### src/rtl/display_pkg.sv
// -----------------------------------------------------------------------------
// display_pkg
// Definitions shared by the display source scheduler and its BCD converter:
//   - state_t     : scheduler state encoding (IDLE, CONVERT, PUBLISH, DWELL)
//   - DISP_MAX    : largest value the 4-digit display can show (9999)
//   - BIN_W       : binary operand width needed for DISP_MAX (14 bits)
//   - BCD_W       : packed BCD width for NUM_DIGITS digits (16 bits)
//   - VAL_W       : width of one requester value (32 bits)
//   - dd_adjust() : one double-dabble nibble correction (+3 when >= 5)
// -----------------------------------------------------------------------------
package display_pkg;

  typedef enum logic [1:0] {
    ST_IDLE    = 2'd0,
    ST_CONVERT = 2'd1,
    ST_PUBLISH = 2'd2,
    ST_DWELL   = 2'd3
  } state_t;

  localparam int DISP_MAX   = 9999;
  localparam int BIN_W      = 14;
  localparam int BCD_W      = 16;
  localparam int NUM_DIGITS = 4;
  localparam int VAL_W      = 32;

  // A nibble of 5..9 would exceed 9 after doubling; pre-adding 3 makes the
  // following left shift carry correctly into the next decimal digit.
  function automatic logic [3:0] dd_adjust(input logic [3:0] nib);
    return (nib >= 4'd5) ? (nib + 4'd3) : nib;
  endfunction

endpackage

### src/rtl/display_source_scheduler_bin2bcd_seq.sv
// -----------------------------------------------------------------------------
// bin2bcd_seq
// Iterative double-dabble converter, one iteration per clock, BIN_W iterations.
// Ports:
//   clk      : clock
//   rst_n    : asynchronous active-low reset
//   start    : one-cycle pulse; the start edge itself performs iteration 1
//   operand  : BIN_W-bit binary value, sampled on the start edge
//   done     : high during the cycle whose closing edge performs the final
//              iteration; bcd holds the complete result from the next cycle
//   bcd      : packed BCD result, NUM_DIGITS nibbles, ones in [3:0]
// -----------------------------------------------------------------------------
module bin2bcd_seq
  import display_pkg::*;
(
  input  logic             clk,
  input  logic             rst_n,
  input  logic             start,
  input  logic [BIN_W-1:0] operand,
  output logic             done,
  output logic [BCD_W-1:0] bcd
);

  localparam logic [3:0] LAST_ITER = 4'(BIN_W - 1);

  logic [BCD_W-1:0]       r_bcd;
  logic [BIN_W-1:0]       r_bin;
  logic [3:0]             r_cnt;   // iterations already completed
  logic                   r_run;

  logic [BCD_W-1:0]       w_src_bcd;
  logic [BIN_W-1:0]       w_src_bin;
  logic [BCD_W-1:0]       w_adj_bcd;
  logic [BCD_W+BIN_W-1:0] w_shift;

  // On start the BCD accumulator is taken as zero, so the first iteration
  // can run on the start edge without a separate load cycle.
  assign w_src_bcd = start ? '0 : r_bcd;
  assign w_src_bin = start ? operand : r_bin;

  generate
    for (genvar gi = 0; gi < NUM_DIGITS; gi++) begin : g_adjust
      assign w_adj_bcd[4*gi +: 4] = dd_adjust(w_src_bcd[4*gi +: 4]);
    end
  endgenerate

  assign w_shift = {w_adj_bcd, w_src_bin} << 1;

  always_ff @(posedge clk or negedge rst_n) begin
    if (!rst_n) begin
      r_bcd <= '0;
      r_bin <= '0;
      r_cnt <= '0;
      r_run <= 1'b0;
    end else if (start || r_run) begin
      r_bcd <= w_shift[BCD_W+BIN_W-1:BIN_W];
      r_bin <= w_shift[BIN_W-1:0];
      if (start) begin
        r_cnt <= 4'd1;
        r_run <= 1'b1;
      end else begin
        r_cnt <= r_cnt + 4'd1;
        if (r_cnt == LAST_ITER) begin
          r_run <= 1'b0;
        end
      end
    end
  end

  assign done = r_run && (r_cnt == LAST_ITER);
  assign bcd  = r_bcd;

endmodule

### src/rtl/display_source_scheduler.sv
// -----------------------------------------------------------------------------
// display_source_scheduler
// Round-robin sharing of a 4-digit seven-segment display between NUM_SRC
// requesters. A granted 32-bit value is clamped to 9999, converted to BCD,
// published, and held for DWELL_CYCLES before the next requester is served.
// Ports:
//   clock_100Mhz : system clock
//   reset_n      : asynchronous active-low reset
//   req_valid    : per-source level request
//   req_value    : packed values, source i at [32*i +: 32]
//   hold         : freezes the dwell counter while high
//   req_grant    : one-hot pulse in the cycle whose closing edge samples the value
//   bcd_digits   : published BCD digits, thousands in [15:12]
//   disp_update  : one-cycle pulse after bcd_digits/disp_src/disp_ovf load
//   disp_src     : index of the displayed source
//   disp_ovf     : displayed value was clamped (original value > 9999)
//   busy         : high in CONVERT, PUBLISH and DWELL
// -----------------------------------------------------------------------------
module display_source_scheduler
  import display_pkg::*;
#(
  parameter int NUM_SRC      = 4,
  parameter int SRC_W        = $clog2(NUM_SRC),
  parameter int DWELL_CYCLES = 100000000,
  parameter int CNT_W        = 27
) (
  input  logic                     clock_100Mhz,
  input  logic                     reset_n,
  input  logic [NUM_SRC-1:0]       req_valid,
  input  logic [VAL_W*NUM_SRC-1:0] req_value,
  input  logic                     hold,
  output logic [NUM_SRC-1:0]       req_grant,
  output logic [BCD_W-1:0]         bcd_digits,
  output logic                     disp_update,
  output logic [SRC_W-1:0]         disp_src,
  output logic                     disp_ovf,
  output logic                     busy
);

  localparam logic [CNT_W-1:0] DWELL_LAST = CNT_W'(DWELL_CYCLES - 1);

  state_t           r_state;
  logic [SRC_W-1:0] r_last;          // most recently granted source
  logic [VAL_W-1:0] r_value;
  logic             r_start;
  logic [CNT_W-1:0] r_cnt;
  logic [BCD_W-1:0] r_bcd_digits;
  logic             r_disp_update;
  logic [SRC_W-1:0] r_disp_src;
  logic             r_disp_ovf;
  logic             r_busy;

  logic             w_any;
  logic [SRC_W-1:0] w_idx;
  logic [SRC_W-1:0] w_cand;
  logic [NUM_SRC-1:0] w_grant;
  logic             w_ovf;
  logic [BIN_W-1:0] w_operand;
  logic             w_done;
  logic [BCD_W-1:0] w_bcd;

  // Round-robin search starting just after the last winner, so every
  // active requester is reached within NUM_SRC-1 periods.
  always_comb begin
    w_any  = 1'b0;
    w_idx  = '0;
    w_cand = '0;
    for (int k = 1; k <= NUM_SRC; k++) begin
      w_cand = SRC_W'((int'(r_last) + k) % NUM_SRC);
      if (!w_any && req_valid[w_cand]) begin
        w_any = 1'b1;
        w_idx = w_cand;
      end
    end
  end

  // The grant is visible in the same IDLE cycle whose closing edge samples
  // the value; it is forced low while reset is applied.
  assign w_grant   = ((r_state == ST_IDLE) && w_any) ? (NUM_SRC'(1) << w_idx) : '0;
  assign req_grant = reset_n ? w_grant : '0;

  // Values beyond the display range show as 9999 with the overflow flag.
  assign w_ovf     = (r_value > VAL_W'(DISP_MAX));
  assign w_operand = w_ovf ? BIN_W'(DISP_MAX) : r_value[BIN_W-1:0];

  bin2bcd_seq u_bin2bcd (
    .clk     (clock_100Mhz),
    .rst_n   (reset_n),
    .start   (r_start),
    .operand (w_operand),
    .done    (w_done),
    .bcd     (w_bcd)
  );

  always_ff @(posedge clock_100Mhz or negedge reset_n) begin
    if (!reset_n) begin
      r_state       <= ST_IDLE;
      r_last        <= SRC_W'(NUM_SRC - 1);
      r_value       <= '0;
      r_start       <= 1'b0;
      r_cnt         <= '0;
      r_bcd_digits  <= '0;
      r_disp_update <= 1'b0;
      r_disp_src    <= '0;
      r_disp_ovf    <= 1'b0;
      r_busy        <= 1'b0;
    end else begin
      r_start       <= 1'b0;
      r_disp_update <= 1'b0;
      case (r_state)
        ST_IDLE: begin
          if (w_any) begin
            r_value <= req_value[VAL_W*w_idx +: VAL_W];
            r_last  <= w_idx;
            r_start <= 1'b1;
            r_busy  <= 1'b1;
            r_state <= ST_CONVERT;
          end
        end
        ST_CONVERT: begin
          if (w_done) begin
            r_state <= ST_PUBLISH;
          end
        end
        ST_PUBLISH: begin
          r_bcd_digits  <= w_bcd;
          r_disp_src    <= r_last;
          r_disp_ovf    <= w_ovf;
          r_disp_update <= 1'b1;
          r_cnt         <= '0;
          r_state       <= ST_DWELL;
        end
        ST_DWELL: begin
          if (!hold) begin
            if (r_cnt == DWELL_LAST) begin
              r_cnt   <= '0;
              r_busy  <= 1'b0;
              r_state <= ST_IDLE;
            end else begin
              r_cnt <= r_cnt + CNT_W'(1);
            end
          end
        end
        default: begin
          r_state <= ST_IDLE;
        end
      endcase
    end
  end

  assign bcd_digits  = r_bcd_digits;
  assign disp_update = r_disp_update;
  assign disp_src    = r_disp_src;
  assign disp_ovf    = r_disp_ovf;
  assign busy        = r_busy;

endmodule

### config.mk
export PLATFORM = sky130hd
export DESIGN_NAME = display_source_scheduler
export DESIGN_NICKNAME = d
export VERILOG_FILES = /design/src/rtl/display_pkg.sv /design/src/rtl/display_source_scheduler_bin2bcd_seq.sv /design/src/rtl/display_source_scheduler.sv
export SDC_FILE = /design/constraint.sdc
export NUM_CORES = 1
export LEC_CHECK = 0
export BUFFER_PORTS_ARGS = -buffer_cell sky130_fd_sc_hd__buf_2
export CORE_AREA = 4 4 118 131
export DETAILED_ROUTE_END_ITERATION = 12
export DIE_AREA = 0 0 122 135
export PLACE_DENSITY_LB_ADDON = 0.3
export REMOVE_ABC_BUFFERS = 1
export SYNTH_ARGS = -nofsm -noshare
export SYNTH_HDL_FRONTEND = slang
export SYNTH_HIERARCHICAL = 1
export SYNTH_SLANG_ARGS = --single-unit
### constraint.sdc
create_clock -name clock_100Mhz -period 3.1 [get_ports clock_100Mhz]
set_input_delay 0.62 -clock clock_100Mhz [delete_from_list [all_inputs] [get_ports clock_100Mhz]]
set_output_delay 0.62 -clock clock_100Mhz [all_outputs]
set_load 0.005 [all_outputs]
==> metrics.txt, run 1 <==
initial DRC count=500; Synth Instances=721; Yosys warning total=6; Synth top area share=0.422; Setup CP Type=register to output pin; EDFF count, synth=0; CTS root buf=clkbuf_16; met1 Use GR=0.303; vias per cell=5.84; run status=completed; NetSw=832 uW; core footprint=0.0142 mm^2; post_cts resized=0; grt ovf=0; period utilisation layout=0.885; Die Span Y=135 um; RSZ-0062 raised after global routing=no; H-tree levels=4; DP HPWL=12600 um; CTS tree=done; final hold vios=0; Tmin final=2.74 ns; cts hold-fix bufs=0; clock network power share=0.522; Place WS=0.402 ns; Post-Route Setup TNS=0 ns; Synth area leader=dfrtp_1; headroom to the max-slew limit=0.439; sequential power share=0.407; CP startpoint=r_last[1]; PwrDens=447 mW/mm^2; HP Class=input pin to asynchronous set/reset pin; grt met3 use=0.0582; internal power=2.99 mW; sw frac=0.218; CTS Buf Count=17; most frequent cells in the layout=158 x buf_2, 116 x dfrtp_1, 54 x nand2_1; Layout area overhead=23.0%; CP arrival=2.12 ns; Skew-Pair Late Insertion Delay=0.40 ns; Vias=6258; CTS Sinks=119; Layout Utilization=0.601; vias in the first global route=6086; commonest non-fill, non-tap cell in the layout=buf_2; Worst setup EP type=output pin; Slew @ Worst Pin=0.840 ns; row count=46; Post-synth top flop=dfrtp_1; WL/cell=16.9 um; crit start category=register; wire length of the first global-routing pass=30000 um; Die Footprint=0.0165 mm^2; clock buffer depth=2; top post-synthesis cells by area=dfrtp_1 42%, mux2_2 7.8%, a221o_1 4.6%, o31ai_1 3.6%, nand4_1 3.5%; final setup violation count=0; gr busiest metal=met2; port bufs=159; clock skew=0.00449 ns; post-synthesis sequential area ratio=0.429; Synth Cell Area=0.00695 mm^2; FF+latch area=0.00298 mm^2; Post-Route WL=18100 um; Critical R2R Launch=r_cnt[0]; GP Congestion=0.816; GRT met2 Usage=0.361; ratio of cells with drive above 1 in the final layout=0.312; Final ANT Viol Nets=0; number of remaining DRC errors=0; Overall Global Routing Usage=0.227; Initial Util=0.489; Fillers=1243; logic gate share of total power=0.071; Final Max Tran Viols=0; Leak=3.95 nW; syn_area_per_cell=9.63 um^2; Max Cap Viol=0; peak supply drop=379 uV; multi-input logic area=0.00368 mm^2; first-pass iteration count of the detailed router=5; clock-pin slew on the worst setup and hold paths=0.05 ns; count of cell types in the netlist=63; total setup buffers inserted after CTS=0; CP Data Required Time=2.48 ns; fmax=0.365 GHz; CP Max Fanout=8; I/O pin count=160; largest net degree at the start of global routing=44; #FFs+latches synth=119; die width=122 um; Async SR Flop Fraction=1.00; final worst setup slack=0.357 ns; nets@finish=1013; initial antenna violation count=1
==> final timing paths <==
| kind | to | cells after the start | slack, ns |
|---|---|---|---|
| min in group clock_100Mhz | bcd_digits[3] | 1 | 0.50 |
| worst max register to register | r_state[1] | 6 | 0.67 |
| worst min register to register | bcd_digits[3] | 1 | 0.50 |
| max in group asynchronous | u_bin2bcd/bcd[13] | 2 | 2.17 |
| worst min-delay path | r_value[1] | 1 | 0.10 |
| worst max-delay path | req_grant[3] | 5 | 0.36 |
==> registers in the layout, summed over array words and instances (netlist names) <==
name	count
r_last	2
u_bin2bcd/r_cnt	4
r_state	2
r_value	32
r_cnt	27
u_bin2bcd/r_bin	13
r_start	1
disp_update	1
disp_ovf	1
bcd_digits	16
busy	1
u_bin2bcd/r_run	1
disp_src	2
u_bin2bcd/bcd	16
==> critical path: stages, from the launching register on <==
cell and delay [ns]:
dfstp_2 0.61, nor3b_1 0.07, a311oi_1 0.31, nand2_1 0.27
nor3b_1 0.29, buf_2 0.17
==> cells in the mapped netlist (all sizes together), types with 2 or more instances <==
library cell    n
dfrtp         117
nand2          54
mux2           52
nor2           52
a21oi          46
nand4          39
o21ai          38
clkbuf         34
a221o          33
o31ai          33
xnor2          21
buf            19
mux2i          19
nand2b         18
inv            17
nand3          15
nor3           13
ha             12
nor2b          11
nor4           10
and2            8
a211oi          6
and3            5
nand3b          4
a211o           3
a21o            3
and4            3
or4             3
a311oi          2
a31oi           2
dfstp           2
nor3b           2
nor4b           2
o2111ai         2
o21a            2
o311ai          2
or2             2
xor2            2
==> cell families (layout without fill, tap and decap cells) <==
kind of cell,count (synthesis),after routing,synth area share
AND/OR/NAND/NOR,246,246,0.186
AO/OA/AOI/OAI,179,179,0.180
flip-flops,119,119,0.429
multiplexers,71,71,0.112
buffers and inverters,71,229,0.0418
XOR/XNOR,23,23,0.0290
adder cells (fa/ha/maj),12,12,0.0216
other,0,1,0
==> per-stage QoR <==
step | hold WS (ns) | power [mW] | instance area, um^2 | std cells
after floorplan | 0.324 | 1.69 | 6720 | 668
after global placement | 0.484 | 1.85 | 7940 | 1039
after detailed placement | 0.491 | 1.85 | 7940 | 1039
after CTS | 0.0971 | 3.86 | 8540 | 1071
after global routing | 0.103 | 3.96 | 8540 | 1072
final | 0.104 | 3.82 | 8540 | 1072
==> power by group through the flow <==
stage	logic [mW]	registers, mW	clock network, mW
final	0.272	1.55	1.99
after global routing	0.300	1.55	2.11
after CTS	0.273	1.55	2.03
after detailed placement	0.271	1.58	0
after global placement	0.271	1.58	0
after floorplan	0.109	1.58	0
==> metal layers <==
layer	share of wire	wire (um)
met1	0.43	7860
met2	0.48	8670
met3	0.073	1320
met4	0.015	278
met5	0	0
==> final cells by class <==
type                    count  share of cell area
well taps                 192              0.0281
flip-flops and latches    119               0.349
clock buffers              20              0.0534
multi-input cells         531               0.431
diodes                      1            0.000293
inverters                  18             0.00791
clock inverters            12              0.0176
repair buffers            179               0.112
Power figures use the tool's default switching activity.
==> inputs of run 2 (changes only) <==
- CORE_AREA: 4 4 118 131 -> 4 4 158 99
- DIE_AREA: 0 0 122 135 -> 0 0 162 103
- SETUP_SLACK_MARGIN: unset -> 0.4
==> run 2 against run 1 <==
Die area up 1.3%. Critical path depth up 3. Hold slack better by 0.31 ns. Final cell count up 0.75%. First-iteration DRC count down 9.8%. Combinational power down 2%. Clock-buffer cell count up 4. Total power up 4.4%. Critical path type is now register to register.
==> metrics.txt, run 2 (synthesis gave the netlist of run 1 again) <==
vias in the first global route=5904 (was 6086); clock buffer depth=2 (unchanged); Setup CP Type=register to register (was register to output pin); Critical R2R Launch=r_value[19] (was r_cnt[0]); Layout Utilization=0.607 (was 0.601); R2R Setup Slk=0.51 ns (was 0.67 ns); Final Max Tran Viols=0 (unchanged); CTS tree=done (unchanged); die width=162 um (was 122 um); FF-to-FF End=u_bin2bcd/r_bin[1] (was r_state[1]); CTS Sinks=119 (unchanged); GP Congestion=0.878 (was 0.816); CP arrival=2.86 ns (was 2.12 ns); final hold vios=0 (unchanged); antenna cells=0 (was 1); Post-Route WL=18400 um (was 18100 um); Die Footprint=0.0167 mm^2 (was 0.0165 mm^2); fmax=0.387 GHz (was 0.365 GHz); grt ovf=0 (unchanged); HP Class=input pin to asynchronous set/reset pin (unchanged); Initial Util=0.489 (about the same); Worst setup EP type=register (was output pin); row count=34 (was 46); peak supply drop=343 uV (was 379 uV); Slew @ Worst Pin=0.882 ns (was 0.840 ns); WL/cell=17.1 um (was 16.9 um); Final Cell Area=0.00862 mm^2 (was 0.00854 mm^2); commonest non-fill, non-tap cell in the layout=buf_2 (unchanged); Vias=6169 (was 6258); ratio of cells with drive above 1 in the final layout=0.313 (was 0.312); headroom to the max-slew limit=0.412 (was 0.439); Leak=3.99 nW (was 3.95 nW); RSZ-0062 raised after global routing=no (unchanged); Die Span Y=103 um (was 135 um); Max Cap Viol=0 (unchanged); CP Data Required Time=3.37 ns (was 2.48 ns); max FFs per register=32 (unchanged); CP Max Fanout=12 (was 8); Reg with most FFs=r_value (unchanged); clock-pin slew on the worst setup and hold paths=0.06 ns (was 0.05 ns); Final ANT Viol Nets=0 (unchanged); DP HPWL=12800 um (was 12600 um); core footprint=0.0142 mm^2 (about the same); nets@finish=1016 (was 1013); dpl cell area=0.00794 mm^2 (about the same); largest net degree at the start of global routing=70 (was 44); vias per cell=5.71 (was 5.84); number of remaining DRC errors=0 (unchanged); H-tree levels=4 (unchanged); port bufs=159 (unchanged); cts hold-fix bufs=0 (unchanged); Tmin final=2.59 ns (was 2.74 ns); wire length of the first global-routing pass=29800 um (was 30000 um); final setup violation count=0 (unchanged); clock skew=0.0114 ns (was 0.00449 ns); crit start category=register (unchanged); run status=completed (unchanged); initial DRC count=451 (was 500); I/O pin count=160 (unchanged); period utilisation layout=0.834 (was 0.885); first-pass iteration count of the detailed router=5 (unchanged); PwrDens=462 mW/mm^2 (was 447 mW/mm^2); Layout area overhead=24.1% (was 23.0%); most frequent cells in the layout=158 x buf_2, 116 x dfrtp_1, 53 x nand2_1 (was 158 x buf_2, 116 x dfrtp_1, 54 x nand2_1); CTS Buf Count=17 (unchanged); Largest regs=r_value: 32 flops, r_cnt: 27 flops (unchanged); Overall Global Routing Usage=0.220 (was 0.227); initial antenna violation count=1 (unchanged); Worst Reg2Reg Path Length in Cells=8 (was 6); Skew-Pair Late Insertion Delay=0.41 ns (was 0.40 ns); CTS root buf=clkbuf_16 (unchanged)
run 2: changes by cell type in the layout (fill, tap and decap cells not counted), sizes merged:
cell      delta
buf          +3
bufinv       +2
clkbuf       +4
clkinv       -3
clkinvlp     -2
diode        -1
inv          -1
run 2: per-stage QoR:
step	hold slack [ns]	power (mW)	std cells	setup slack, ns	TNS [ns]
floorplan	0.324	1.69	668	-0.128	-0.198
global placement	0.484	1.84	1045	0.548	0
detailed placement	0.492	1.84	1045	0.512	0
CTS	0.419	4.02	1080	0.390	0
global route	0.467	4.14	1080	0.371	0
finish	0.410	3.99	1080	0.514	0
run 2: critical path, cell delays in order (launching register included):
cell	delay [ns]
dfrtp_1	0.39
nor4_1	0.67
nand3_1	0.19
or4_1	0.47
a21oi_1	0.14
buf_4	0.20
or2b_1	0.25
nand2_1	0.07
o21ai_0	0.07
run 2: repair_timing:
action / 4_1_cts / 5_1_grt
resized for setup: 1 / 1
buffers inserted: 3 / 0
setup endpoints to repair: 2 / 2
hold endpoints to repair: 0 / 0
pin swaps: 1 / 1
run 2: routing by layer:
| metal | track usage | part of all wire | vias to the layer above |
|---|---|---|---|
| met5 | 0 | 0.00038 | - |
| met4 | 0.0728 | 0.015 | 2 |
| met3 | 0.0471 | 0.062 | 26 |
| met2 | 0.333 | 0.45 | 210 |
| met1 | 0.318 | 0.47 | 2943 |
| li1 | - | - | 2988 |
run 2: worst max-delay path by stage:
stage                 start                  to  slack [ns]
2_1_floorplan  req_valid[3]        req_grant[0]       -0.13
4_1_cts          r_state[1]        req_grant[1]        0.39
5_1_grt         r_value[19]  u_bin2bcd/r_bin[1]        0.37
3_3_place_gp   req_valid[3]         r_value[10]        0.55
3_5_place_dp   req_valid[3]         r_value[21]        0.51
6_report        r_value[19]  u_bin2bcd/r_bin[1]        0.51
run 2: power by group:
group	switching, mW	leakage (nW)	internal, mW
sequential	0	1.65	1.56
combinational	0.135	2.03	0.131
clock	0.677	0.314	1.49
run 2: area by class of cell:
cell class,instances,area [um^2]
fillers,1228,5590
clock inverters,8,168
flip-flops and latches,119,2980
multi-input cells,531,3690
inverters,18,67.6
well taps,198,248
clock buffers,24,482
repair buffers,182,983
==> inputs of run 3 (changes only) <==
- clock period: 3.1 -> 2.4 ns (I/O delays scaled with it)
==> run 3 against run 2 <==
Sequential share of layout area shrank 2.6 points. Clock power increased by 39%. Register-to-register slack worse by 0.38 ns. Total power is 36% higher. First-iteration DRC count is 18% higher. Highest routed layer is now met4.
==> metrics.txt, run 3 (synthesis gave the netlist of run 1 again) <==
die width=162 um (unchanged); wire length of the first global-routing pass=30700 um (was 29800 um); most frequent cells in the layout=158 x buf_2, 115 x dfrtp_1, 50 x nor2_1 (was 158 x buf_2, 116 x dfrtp_1, 53 x nand2_1); clock buffer depth=2 (unchanged); I/O pin count=160 (unchanged); Tmin final=2.40 ns; CTS tree=done (unchanged); port bufs=159 (unchanged); Pwr Total=5.43 mW (was 3.99 mW); first-pass iteration count of the detailed router=5 (unchanged); peak supply drop=552 uV (was 343 uV); Layout Utilization=0.657 (was 0.607); Vias=6519 (was 6169); final setup violation count=0 (unchanged); post-placement cell count=1056 (was 1045); ratio of cells with drive above 1 in the final layout=0.389 (was 0.313); vias in the first global route=6140 (was 5904); Final Max Tran Viols=0 (unchanged); Leak=4.38 nW (was 3.99 nW); commonest non-fill, non-tap cell in the layout=buf_2 (unchanged); Slew @ Worst Pin=0.779 ns (was 0.882 ns); CTS Buf Count=17 (unchanged); row count=34 (unchanged); DP HPWL=12700 um (was 12800 um); Critical path buffers and inverters=3 (was 1); run status=completed (unchanged); largest net degree at the start of global routing=62 (was 70); GP Congestion=0.806 (was 0.878); CTS Sinks=119 (unchanged); final hold vios=0 (unchanged); Layout area overhead=34.5% (was 24.1%); RSZ-0062 raised after global routing=yes (was no); Reg with most FFs=r_value (unchanged); antenna cells=0 (unchanged); nets@finish=1054 (was 1016); grt ovf=0 (unchanged); Post-Route Setup TNS=0 ns (unchanged); fmax=0.417 GHz; period utilisation layout=0.998; Crit path top cell by count=nor3_4; initial DRC count=533 (was 451); slowest CP cell=dfstp_2 (was nor4_1); Die Footprint=0.0167 mm^2 (unchanged); clock-pin slew on the worst setup and hold paths=0.06 ns (about the same); Worst Reg2Reg Path Length in Cells=8 (unchanged); Final ANT Viol Nets=0 (unchanged); HP Class=input pin to asynchronous set/reset pin (unchanged); CP Max Fanout=5 (was 12); CP Data Required Time=1.92 ns (was 3.37 ns); Die Span Y=103 um (unchanged); initial antenna violation count=0 (was 1); final cell count without fillers=1118 (was 1080); clock skew=0.00725 ns (was 0.0114 ns); CP top delay family=flip-flops (was simple AND/OR/NAND/NOR gates); PwrDens=581 mW/mm^2 (was 462 mW/mm^2); H-tree levels=4 (unchanged); Overall Global Routing Usage=0.227 (was 0.220); Skew-Pair Late Insertion Delay=0.41 ns (about the same); headroom to the max-slew limit=0.481 (was 0.412); Setup CP Type=register to output pin (was register to register); Post-Route WL=19800 um (was 18400 um); CP arrival=1.92 ns (was 2.86 ns); WL/cell=17.7 um (was 17.1 um); vias per cell=5.83 (was 5.71); core footprint=0.0142 mm^2 (unchanged); Max Cap Viol=0 (unchanged); Worst path depth=7 (was 8); Initial Util=0.489 (unchanged); Worst path max stage delay=0.57 ns (was 0.67 ns); max FFs per register=32 (unchanged); Largest regs=r_value: 32 flops, r_cnt: 27 flops (unchanged); number of remaining DRC errors=0 (unchanged); CTS root buf=clkbuf_16 (unchanged); crit start category=register (unchanged); Worst setup EP type=output pin (was register); CP cell instances=nor2b_2 > o21a_1 > nor3_4 > buf_4 > buf_8 > nor3_4 > buf_2 (was nor4_1 > nand3_1 > or4_1 > a21oi_1 > buf_4 > or2b_1 > nand2_1 > o21ai_0)
run 3: cell types whose count changed in the layout (fill, tap and decap cells not counted), sizes merged:
cell	change
buf	+34
clkinvlp	+1
dlygate4sd3	+1
bufinv	+2
clkinv	+2
clkbuf	-2
run 3: area by class of cell:
class	instances	area (um^2)
sequential	119	2980
clock inverter	13	249
inverter	18	68.8
clock buffer	19	453
fill	1113	4870
multi-input combinational	531	3940
tap	198	248
timing repair buffer	220	1390
run 3: worst paths after layout:
path	start	end	slack [ns]
setup reg to reg	r_last[0]	r_value[18]	0.13
min in group clock_100Mhz	req_value[36]	r_value[4]	0.42
setup / recovery	r_last[0]	req_grant[1]	0.004
hold / removal	reset_n	r_last[0]	0.08
hold reg to reg	bcd_digits[11]	bcd_digits[11]	0.50
max in group asynchronous	reset_n	u_bin2bcd/r_run	1.48
run 3: worst register-to-register path, stage by stage, from the launching register on:
cell     delay, ns
dfstp_2       0.57
nor2b_2       0.06
o21a_1        0.21
nor3_4        0.19
buf_4         0.16
buf_8         0.14
buf_12        0.18
mux2_4        0.33
a221o_1       0.32
run 3: repair_timing:
item	4_1_cts	5_1_grt
gates resized for setup	33	60
setup buffers	17	8
pin swaps	13	11
hold buffers	1	0
hold endpoints to repair	7	0
cloned	1	3
endpoints found under the setup margin	54	76
run 3: stage by stage:
stage	hold slack [ns]	area, um^2	setup WS [ns]
global route	0.0654	9340	-0.0689
detailed placement	0.330	8030	0.0570
floorplan	0.184	6720	-0.553
global placement	0.328	8030	0.122
CTS	0.0622	8990	0.0312
finish	0.0810	9340	0.00444
run 3: power breakdown:
part | leakage (nW) | internal [mW] | total [mW] | switching (mW)
combinational | 2.40 | 0.212 | 0.409 | 0.197
sequential | 1.65 | 2.01 | 2.01 | 0
clock | 0.339 | 2.10 | 3.01 | 0.907
run 3: per-layer routing:
metal	GRT usage	vias up	wire, um
met2	0.339	278	9080
met1	0.328	3146	8870
li1	-	3070	-
met3	0.0583	25	1600
met5	0	-	0
met4	0.0656	0	286
